**src/rtl/pipe_pkg.sv**
```systemverilog
// Shared definitions for the elastic stage registers between CPU pipeline stages:
// occupancy states, write-back payload widths and RF write-select encodings.
package pipe_pkg;

  typedef enum logic [1:0] {
    ST_EMPTY = 2'd0,
    ST_ONE   = 2'd1,
    ST_TWO   = 2'd2
  } state_e;

  // pc4(32) + alu_c(32) + wR(5) + rdo(32) + rf_wsel(2)
  localparam int WB_PAYLOAD_W = 103;
  localparam int WB_WE_W      = 2;

  // Register-file write-data source select carried in the payload
  localparam logic [1:0] RF_WSEL_ALU  = 2'd0;
  localparam logic [1:0] RF_WSEL_DRAM = 2'd1;
  localparam logic [1:0] RF_WSEL_PC4  = 2'd2;
  localparam logic [1:0] RF_WSEL_IMM  = 2'd3;

  // Upstream may only push while the skid slot is free.
  function automatic logic st_ready(input state_e st);
    return (st != ST_TWO);
  endfunction

endpackage

```
**src/rtl/pipe_stage_skid_if.sv**
```systemverilog
// Handshake bundle of one elastic pipeline stage; slave is the stage's view,
// master is the view of whatever drives and consumes it.
interface pipe_stage_skid_if
  import pipe_pkg::*;
#(
  parameter int DATA_W = WB_PAYLOAD_W,
  parameter int WE_W   = WB_WE_W,
  parameter int CNT_W  = 16
) ();

  logic              flush;
  logic              in_valid;
  logic              in_ready;
  logic [DATA_W-1:0] in_data;
  logic [WE_W-1:0]   in_we;
  logic              out_valid;
  logic              out_ready;
  logic [DATA_W-1:0] out_data;
  logic [WE_W-1:0]   out_we;
  logic [CNT_W-1:0]  bubble_cnt;

  modport slave (
    input  flush, in_valid, in_data, in_we, out_ready,
    output in_ready, out_valid, out_data, out_we, bubble_cnt
  );

  modport master (
    output flush, in_valid, in_data, in_we, out_ready,
    input  in_ready, out_valid, out_data, out_we, bubble_cnt
  );

endinterface

```
**src/rtl/sat_counter.sv**
```systemverilog
// Up-counter that sticks at its all-ones value; cleared only by reset.
module sat_counter #(
  parameter int W = 16
) (
  input  logic         clk,
  input  logic         rst,
  input  logic         inc,
  output logic [W-1:0] q
);

  localparam logic [W-1:0] CNT_MAX = {W{1'b1}};
  localparam logic [W-1:0] CNT_ONE = W'(1'b1);

  logic [W-1:0] cnt_r;

  // Count register with saturation
  always_ff @(posedge clk or posedge rst) begin
    if (rst) begin
      cnt_r <= {W{1'b0}};
    end else if (inc && (cnt_r != CNT_MAX)) begin
      cnt_r <= cnt_r + CNT_ONE;
    end
  end

  assign q = cnt_r;

endmodule

```
**src/rtl/pipe_stage_skid.sv**
```systemverilog
// Elastic two-slot (main + skid) stage register with registered in_ready,
// synchronous flush and a saturating downstream-idle (bubble) counter.
module pipe_stage_skid
  import pipe_pkg::*;
#(
  parameter int DATA_W = WB_PAYLOAD_W,
  parameter int WE_W   = WB_WE_W,
  parameter int CNT_W  = 16
) (
  input  logic                   clk,
  input  logic                   rst,
  pipe_stage_skid_if.slave       bus
);

  state_e            state_r;
  state_e            state_nxt_s;
  logic              ready_r;
  logic              valid_r;
  logic              valid_nxt_s;
  logic [DATA_W-1:0] main_data_r;
  logic [DATA_W-1:0] skid_data_r;
  logic [WE_W-1:0]   main_we_r;
  logic [WE_W-1:0]   skid_we_r;
  logic [WE_W-1:0]   main_we_nxt_s;
  logic              accept_s;
  logic              take_s;
  logic              load_in_s;
  logic              load_skid_s;
  logic              pop_skid_s;
  logic              bubble_inc_s;
  logic [CNT_W-1:0]  bubble_cnt_s;

  assign accept_s = bus.in_valid & ready_r;
  assign take_s   = valid_r & bus.out_ready;

  // Next-state and slot-load decode; flush overrides every handshake
  always_comb begin
    state_nxt_s = state_r;
    load_in_s   = 1'b0;
    load_skid_s = 1'b0;
    pop_skid_s  = 1'b0;
    if (bus.flush) begin
      state_nxt_s = ST_EMPTY;
    end else begin
      case (state_r)
        ST_EMPTY: begin
          if (accept_s) begin
            state_nxt_s = ST_ONE;
            load_in_s   = 1'b1;
          end else begin
            state_nxt_s = ST_EMPTY;
          end
        end
        ST_ONE: begin
          if (accept_s && take_s) begin
            state_nxt_s = ST_ONE;
            load_in_s   = 1'b1;
          end else if (accept_s) begin
            state_nxt_s = ST_TWO;
            load_skid_s = 1'b1;
          end else if (take_s) begin
            state_nxt_s = ST_EMPTY;
          end else begin
            state_nxt_s = ST_ONE;
          end
        end
        ST_TWO: begin
          if (take_s) begin
            state_nxt_s = ST_ONE;
            pop_skid_s  = 1'b1;
          end else begin
            state_nxt_s = ST_TWO;
          end
        end
        default: begin
          state_nxt_s = ST_EMPTY;
        end
      endcase
    end
  end

  // Write enables are stored pre-gated so out_we is already zero when the main slot is empty
  always_comb begin
    valid_nxt_s   = (state_nxt_s != ST_EMPTY);
    main_we_nxt_s = {WE_W{1'b0}};
    if (!valid_nxt_s) begin
      main_we_nxt_s = {WE_W{1'b0}};
    end else if (load_in_s) begin
      main_we_nxt_s = bus.in_we;
    end else if (pop_skid_s) begin
      main_we_nxt_s = skid_we_r;
    end else begin
      main_we_nxt_s = main_we_r;
    end
  end

  // Control state and registered handshake outputs
  always_ff @(posedge clk or posedge rst) begin
    if (rst) begin
      state_r   <= ST_EMPTY;
      ready_r   <= 1'b1;
      valid_r   <= 1'b0;
      main_we_r <= {WE_W{1'b0}};
    end else begin
      state_r   <= state_nxt_s;
      ready_r   <= st_ready(state_nxt_s);
      valid_r   <= valid_nxt_s;
      main_we_r <= main_we_nxt_s;
    end
  end

  // Payload slots; contents persist after pop or flush, only validity changes
  always_ff @(posedge clk or posedge rst) begin
    if (rst) begin
      main_data_r <= {DATA_W{1'b0}};
      skid_data_r <= {DATA_W{1'b0}};
      skid_we_r   <= {WE_W{1'b0}};
    end else begin
      if (load_in_s) begin
        main_data_r <= bus.in_data;
      end else if (pop_skid_s) begin
        main_data_r <= skid_data_r;
      end
      if (load_skid_s) begin
        skid_data_r <= bus.in_data;
        skid_we_r   <= bus.in_we;
      end
    end
  end

  assign bubble_inc_s = bus.out_ready & ~valid_r;

  sat_counter #(
    .W (CNT_W)
  ) u_bubble_cnt (
    .clk (clk),
    .rst (rst),
    .inc (bubble_inc_s),
    .q   (bubble_cnt_s)
  );

  assign bus.in_ready   = ready_r;
  assign bus.out_valid  = valid_r;
  assign bus.out_data   = main_data_r;
  assign bus.out_we     = main_we_r;
  assign bus.bubble_cnt = bubble_cnt_s;

endmodule

```
**src/flat_wrapper.sv**
```systemverilog
// flat-port wrapper written by rule: the top's interface ports become plain ports
module pipe_stage_skid_flat import pipe_pkg::*;
#(
  parameter int DATA_W = WB_PAYLOAD_W,
  parameter int WE_W   = WB_WE_W,
  parameter int CNT_W  = 16
)
  (clk, rst, bus_flush, bus_in_valid, bus_in_data, bus_in_we, bus_out_ready, bus_in_ready, bus_out_valid, bus_out_data, bus_out_we, bus_bubble_cnt);
  pipe_stage_skid_if #(.DATA_W(DATA_W), .WE_W(WE_W), .CNT_W(CNT_W)) bus_i ();
  input  logic clk;
  input  logic rst;
  input wire logic [$bits(bus_i.flush)-1:0] bus_flush;
  input wire logic [$bits(bus_i.in_valid)-1:0] bus_in_valid;
  input wire logic [$bits(bus_i.in_data)-1:0] bus_in_data;
  input wire logic [$bits(bus_i.in_we)-1:0] bus_in_we;
  input wire logic [$bits(bus_i.out_ready)-1:0] bus_out_ready;
  output wire logic [$bits(bus_i.in_ready)-1:0] bus_in_ready;
  output wire logic [$bits(bus_i.out_valid)-1:0] bus_out_valid;
  output wire logic [$bits(bus_i.out_data)-1:0] bus_out_data;
  output wire logic [$bits(bus_i.out_we)-1:0] bus_out_we;
  output wire logic [$bits(bus_i.bubble_cnt)-1:0] bus_bubble_cnt;
  assign bus_i.flush = bus_flush;
  assign bus_i.in_valid = bus_in_valid;
  assign bus_i.in_data = bus_in_data;
  assign bus_i.in_we = bus_in_we;
  assign bus_i.out_ready = bus_out_ready;
  assign bus_in_ready = bus_i.in_ready;
  assign bus_out_valid = bus_i.out_valid;
  assign bus_out_data = bus_i.out_data;
  assign bus_out_we = bus_i.out_we;
  assign bus_bubble_cnt = bus_i.bubble_cnt;
  pipe_stage_skid #(.DATA_W(DATA_W), .WE_W(WE_W), .CNT_W(CNT_W)) u_core (.clk(clk), .rst(rst), .bus(bus_i));
endmodule
```
**config.mk**
```make
export PLATFORM = sky130hd
export DESIGN_NAME = pipe_stage_skid_flat
export DESIGN_NICKNAME = d
export VERILOG_FILES = /design/src/rtl/pipe_pkg.sv /design/src/rtl/pipe_stage_skid_if.sv /design/src/rtl/sat_counter.sv /design/src/rtl/pipe_stage_skid.sv /design/src/flat_wrapper.sv
export SDC_FILE = /design/constraint.sdc
export NUM_CORES = 1
export LEC_CHECK = 0
export CELL_PAD_IN_SITES_DETAIL_PLACEMENT = 0
export CELL_PAD_IN_SITES_GLOBAL_PLACEMENT = 1
export CORE_MARGIN = 2
export CORE_UTILIZATION = 42
export CTS_BUF_LIST = sky130_fd_sc_hd__clkbuf_4 sky130_fd_sc_hd__clkbuf_8
export DETAILED_ROUTE_END_ITERATION = 6
export PLACE_DENSITY_LB_ADDON = 0.1
export SETUP_SLACK_MARGIN = 0.5
export SLEW_MARGIN = 25
export SYNTH_ARGS = -nofsm -noshare
export SYNTH_HDL_FRONTEND = slang
export SYNTH_HIERARCHICAL = 1
export SYNTH_SLANG_ARGS = --single-unit
```
**constraint.sdc**
```tcl
create_clock -name clk -period 7.7 [get_ports clk]
set_input_delay 0.77 -clock clk [delete_from_list [all_inputs] [get_ports clk]]
set_output_delay 0.77 -clock clk [all_outputs]
set_load 0.005 [all_outputs]
```
## Word level (Yosys, flattened, before mapping)

Cells that the tools add are included.

- Input bits: 110
- Output and inout port bits: 123
- Register bits: 230
- Word-level logic and storage cells: 45

- Reduce and logical (&&, ||, !) cells: 5
- Eq/ne operators: 5
- Mux-type cells: 22
- $add $sub $neg: 1
- Bitwise logic cells: 4

Operators with widths:

| kind | count |
|---|---|
| two-way mux 103 bit | 2 |
| adder 16 x 1 -> 16 bit, second input constant | 1 |
| != test 16 bit, second input constant | 1 |
| two-way mux 2 bit | 7 |
| two-way mux 1 bit | 11 |
| one-hot mux 2 bit (3 select lines) | 1 |
| nonzero test 2 bit | 2 |
| AND 1 bit | 3 |
| != test 3 bit, second input constant | 1 |
| == test 2 x 1 -> 1 bit, second input constant | 1 |
| == test 2 bit, second input constant | 1 |
| logical AND 1 bit | 2 |
| logical NOT 2 bit | 1 |
| != test 2 bit, second input constant | 1 |
| one-hot mux 1 bit (2 select lines) | 1 |
| inverter 1 bit | 1 |

## Logic depth before layout (Yosys ltp)

- Word-level depth: 8
- Depth in mapped cells: 8
- Mapped depth without buffers: 7

## By module

The synthesis kept the hierarchy.

By module, submodules not included:

| module | cells each | area each (um^2) | instances | sequential area each (um^2) |
|---|---|---|---|---|
| pipe_stage_skid | 608 | 8897.3 | 1 | 5356.4 |
| sat_counter | 71 | 805.8 | 1 | 400.4 |

## Worst setup path after synthesis

No wires, ideal clock.

- Path type: input port to flip-flop
- Start point: input bus_in_valid
- End point: register u_core.skid_data_r[0]
- Required time: 7.573 ns
- Library setup time: 0.127 ns
- Buffers on the path: 2
- Setup slack: 5.654 ns
- Arrival time: 1.918 ns
- Stages on the path: 7
- Path through: and2_1 > ha_1 > nand2_1 > nor2_2 > buf_4 > buf_6 > mux2_1

- Word-level cells in the longest chain between the ends: 5
- Elaborated cells between the ends (all ways): 6
- Those cells by class: 4 x mux; 1 x bitwise; 1 x reduce/logical

Ends and longest elaborated chain:

| what | RTL line | RTL |
|---|---|---|
| from (decl) | flat_wrapper.sv:13 | `input wire logic [$bits(bus_i.in_valid)-1:0] bus_in_valid;` |
| AND 1 bit (*) | pipe_stage_skid.sv:33 | `assign accept_s = bus.in_valid & ready_r;` |
| two-way mux 1 bit / logical AND 1 bit (equally long branches) | pipe_stage_skid.sv:58, pipe_stage_skid.sv:55 |  |
| two-way mux 1 bit (*) | pipe_stage_skid.sv:55 | `if (accept_s && take_s) begin` |
| two-way mux 1 bit (*) | pipe_stage_skid.sv:45 | `case (state_r)` |
| two-way mux 1 bit (*) | pipe_stage_skid.sv:42 | `if (bus.flush) begin` |
| to (signal assigned) | pipe_stage_skid.sv:116 | `skid_data_r <= {DATA_W{1'b0}};` |
| to (signal assigned) | pipe_stage_skid.sv:125 | `skid_data_r <= bus.in_data;` |
| to (decl) | pipe_stage_skid.sv:21 | `logic [DATA_W-1:0] skid_data_r;` |

Every way passes the cells marked *; elsewhere a longest branch is shown, timed or not.
A chain may end at the register's enable or synchronous reset.

## Worst setup path in the final report

- Start point: input bus_out_ready
- End point: register u_core.main_data_r[37], in the netlist u_core/bus.out_data[37]

- Word-level cells in the longest chain between the ends: 6
- Elaborated cells between the ends (all ways): 10
- Those cells by class: 7 x mux; 1 x bitwise; 2 x reduce/logical

Ends and longest elaborated chain:

| what | RTL line | RTL |
|---|---|---|
| from (decl) | flat_wrapper.sv:16 | `input wire logic [$bits(bus_i.out_ready)-1:0] bus_out_ready;` |
| AND 1 bit (*) | pipe_stage_skid.sv:34 | `assign take_s = valid_r & bus.out_ready;` |
| logical AND 1 bit | pipe_stage_skid.sv:55 |  |
| two-way mux 1 bit | pipe_stage_skid.sv:55 |  |
| one-hot mux 1 bit (2 select lines) | pipe_stage_skid.sv:45 |  |
| two-way mux 1 bit | pipe_stage_skid.sv:42 |  |
| two-way mux 103 bit / nonzero test 2 bit (equally long branches) | - |  |
| to (signal assigned) | pipe_stage_skid.sv:115 | `main_data_r <= {DATA_W{1'b0}};` |
| to (signal assigned) | pipe_stage_skid.sv:120 | `main_data_r <= bus.in_data;` |
| to (signal assigned) | pipe_stage_skid.sv:122 | `main_data_r <= skid_data_r;` |
| to (decl) | pipe_stage_skid.sv:20 | `logic [DATA_W-1:0] main_data_r;` |

Marks and branches as above.

==> results.md <==
- Post-route DRC: 0
- Maxcap violations: 0
- Initial drt markers: roughly 320
- Die Footprint: about 0.024 sq mm
- Number of global-route vias before repair: around 7300
- Routed len/inst: roughly 20 um
- Crit-path max FO: 45
- Fin Clk Skew: between 0.01 and 0.015 ns
- Detailed-placement wirelength estimate: approximately 15000 um
- Largest family of logic cells by synthesized area: compound AO/OA/AOI/OAI gates
- Status: complete, no violations
- Antenna Nets Post-Route: 0
- Period Utilization, post-route: 0.3920
- Hold Path Sink: u_core/skid_data_r[92]
- Layout cells sized above 1: 0.1046
- CP Launch Type: input pin
- Vias: roughly 6900
- Setup WS post-layout: 4.681 ns
- F_max: between 300 and 400 MHz
- RR Startpoint: u_core/bus.in_ready
- Crit Path Category: input pin to flop
- Max IR drop VDD: approximately 0.15 mV
- Hold_sp: u_core/skid_data_r[92]
- DRT Pass-1 Iters: 4
- Worst-Skew Late Latency: ~0.53 ns
- Mapped Area: slightly below 0.01 sq mm
- Hold Slack: 0.4872 ns
- Area grow syn2layout: 34.69%
- Most common cell after layout, fill and taps aside: clkdlybuf4s50_1
- Post-Synth Adder-Cell Area: 0.003868
- Die X: around 160 um
- CTS Root Cell: clkbuf_8
- Total power: ~4 mW
- Post-placement cell count: ~1100
- Finished Core Util: 0.5772
- Yosys cell types: 41
- RSZ-0062 raised after global routing: false
- Power Internal: slightly below 3 mW
- Syn_nets: slightly below 800
- Final hold vios: 0
- Initial antenna violation count: 1
- Pleak: ~5.2 nW
- Initial Util: 0.4286
- Synthesized netlist cell count: slightly below 700
- Mux contribution to synthesized area: 0.1252
- #FFs+latches synth: 230
- Finished Layout Cells: 1222
- Hold Path Class: flop to flop
- GRT Residual Overflow: 0
- Worst Reg-to-Reg Cells: 6
- Synth Area per Inst: 14.29 sq um
- Minimum clock period: 3.019 ns
- TritonCTS clock tree: built
- Fill cells: approximately 1800
- Die height: ~160 um
- WHS Path Cells: 1
- Post-DP Area: about 0.012 sq mm
- Clock Tree Buf Depth: 3
- # nets final: a little over 1000
- Setup Fix Bufs, Post-CTS: 0
- CP Data Arrival Time: 3.48 ns
- GRT Resource Usage Total: 0.2031
- CP Data Required Time: roughly 8.2 ns
- Routed WL: between 20000 and 25000 um
- Compound-cell area share of the yosys netlist: 0.1972
- Final TNS setup: 0 ns
- Final setup violation count: 0
- Post-synthesis xor/xnor area fraction: 0.009929
- FF-to-FF End: u_core/skid_data_r[8]
- TritonCTS buffer count: 40
- Flop-to-flop setup slack: roughly 5 ns
- Global-route wire length before repair: around 39000 um
- H-tree depth: 2
- TritonCTS Sinks: between 200 and 250
- Port Buffers: about 230
- IO Count: about 230
- Final instance area: around 0.013 sq mm
- CTS Hold Bufs: 0
- Tightest Pin Transition: ~0.96 ns
- Placeable Area: ~0.023 sq mm
- Clk pwr share: 0.292
- CTS resizes: 0
- Reg power frac: 0.467
- Clk slew on worst S/H paths: 0.06 ns
- Synth warnings: 6
- Ant. Diodes: 0
- Simple-gate share of the synthesized area: 0.03546
- Psw: 1.056 mW
- Most frequent cells in the layout: clkdlybuf4s50_1 (231), dfrtp_1 (229), o22a_1 (206)
- Post-Place Worst Slack: 3.670 ns
- GP Congestion: ~0.76
- Sequential share of the synthesized area: 0.5933
- Comb pwr share: 0.241
- Sw frac: 0.2671
- Pwr dens: between 300 and 400 mW/mm^2
- CP Capture Type: flop
- Max-slew headroom at the worst pin: 0.3596
- Max-slew violation total from the final report: 0
- Row count: 55
- Via-to-Cell Ratio: roughly 5.6
- Largest net degree at the start of global routing: ~140
-- final cells by class --
cell class | instances | area, sq um | area share
repair buffers | 242 | 2479 | 0.1897
multi-input cells | 390 | 3611 | 0.2763
clock buffers | 65 | 807.0 | 0.06175
inverters | 3 | 18.77 | 0.001436
clock inverters | 7 | 40.04 | 0.003064
flip-flops and latches | 230 | 5757 | 0.4405
well taps | 285 | 356.6 | 0.02729
-- worst max-delay path: stages --
cell,delay [ns]
clkdlybuf4s50_1,0.50
nand2_1,0.10
inv_1,0.07
ha_1,0.23
nand3b_1,0.18
a21oi_4,0.54
buf_4,0.56
buf_12,0.30
o22a_1,0.17
-- worst max path at each step --
stage	from	endpoint	slack (ns)	depth (start not counted)
after global routing	bus_in_valid	u_core/skid_data_r[78]	4.51	7
after detailed placement	bus_in_valid	u_core/skid_data_r[8]	3.67	7
final	bus_out_ready	u_core/bus.out_data[37]	4.68	9
after floorplan	rst	u_core/bus.out_data[0]	1.08	1
after global placement	bus_in_valid	u_core/skid_data_r[74]	3.74	7
after CTS	bus_in_valid	u_core/skid_we_r[0]	4.23	7
-- registers in the layout, summed over array words and instances (netlist names) --
name,flops
u_core/state_r,2
u_core/skid_data_r,103
u_core/skid_we_r,2
u_core/bus.out_data,103
u_core/bus.out_valid,1
u_core/u_bubble_cnt/q,16
u_core/bus.in_ready,1
u_core/bus.out_we,2
-- power by group through the flow --
stage	Combinational, mW	Sequential [mW]	Clock, mW
final	0.952	1.85	1.15
after floorplan	0.463	1.81	0
after global routing	1.04	1.90	1.24
after global placement	0.924	1.84	0
after CTS	0.964	1.85	1.19
after detailed placement	0.960	1.86	0
-- Yosys cell counts --
cell,instances,share of area
dfrtp_1,229,0.59
o22a_1,206,0.19
mux2_1,105,0.12
clkbuf_1,19,0.0074
buf_2,14,0.0072
buf_4,13,0.010
xnor2_1,11,0.0099
nand2_1,9,0.0035
buf_6,7,0.0081
nand3_1,7,0.0036
nand4_1,5,0.0032
a21oi_1,4,0.0021
and3_1,4,0.0026
and4_1,3,0.0027
buf_1,3,0.0012
ha_1,3,0.0039
inv_1,3,0.0012
nand3b_1,3,0.0023
nor2_1,3,0.0012
a21oi_4,2,0.0034
and2_1,2,0.0013
mux2_2,2,0.0023
nand2b_1,2,0.0013
o311a_1,2,0.0021
o32a_1,2,0.0021
a41oi_1,1,0.00090
and2b_1,1,0.00077
and3_2,1,0.00077
and4_2,1,0.0010
and4bb_2,1,0.0013
dfstp_2,1,0.0027
mux2i_1,1,0.0010
nand2_2,1,0.00065
nand4_2,1,0.0013
nand4_4,1,0.0022
nand4b_1,1,0.00090
nor2_2,1,0.00065
nor2b_1,1,0.00065
nor2b_4,1,0.0014
nor4_4,1,0.0022
o21a_1,1,0.00077
-- cells by family after synthesis --
family | Yosys count
muxes | 108
xor gates and xnor gates | 11
buffers and inverters | 59
and+or+nand+nor | 50
DFF | 230
adders and majority gates | 3
AOI/OAI and AO/OA | 218
-- per-layer routing --
layer,vias up,routed length (um),GRT usage
li1,3094,-,-
met1,3502,10320,0.2596
met2,251,11570,0.3298
met3,48,2070,0.06250
met4,0,589,0.06903
met5,-,0,0
Note: power is estimated with default switching activity, not from simulation.
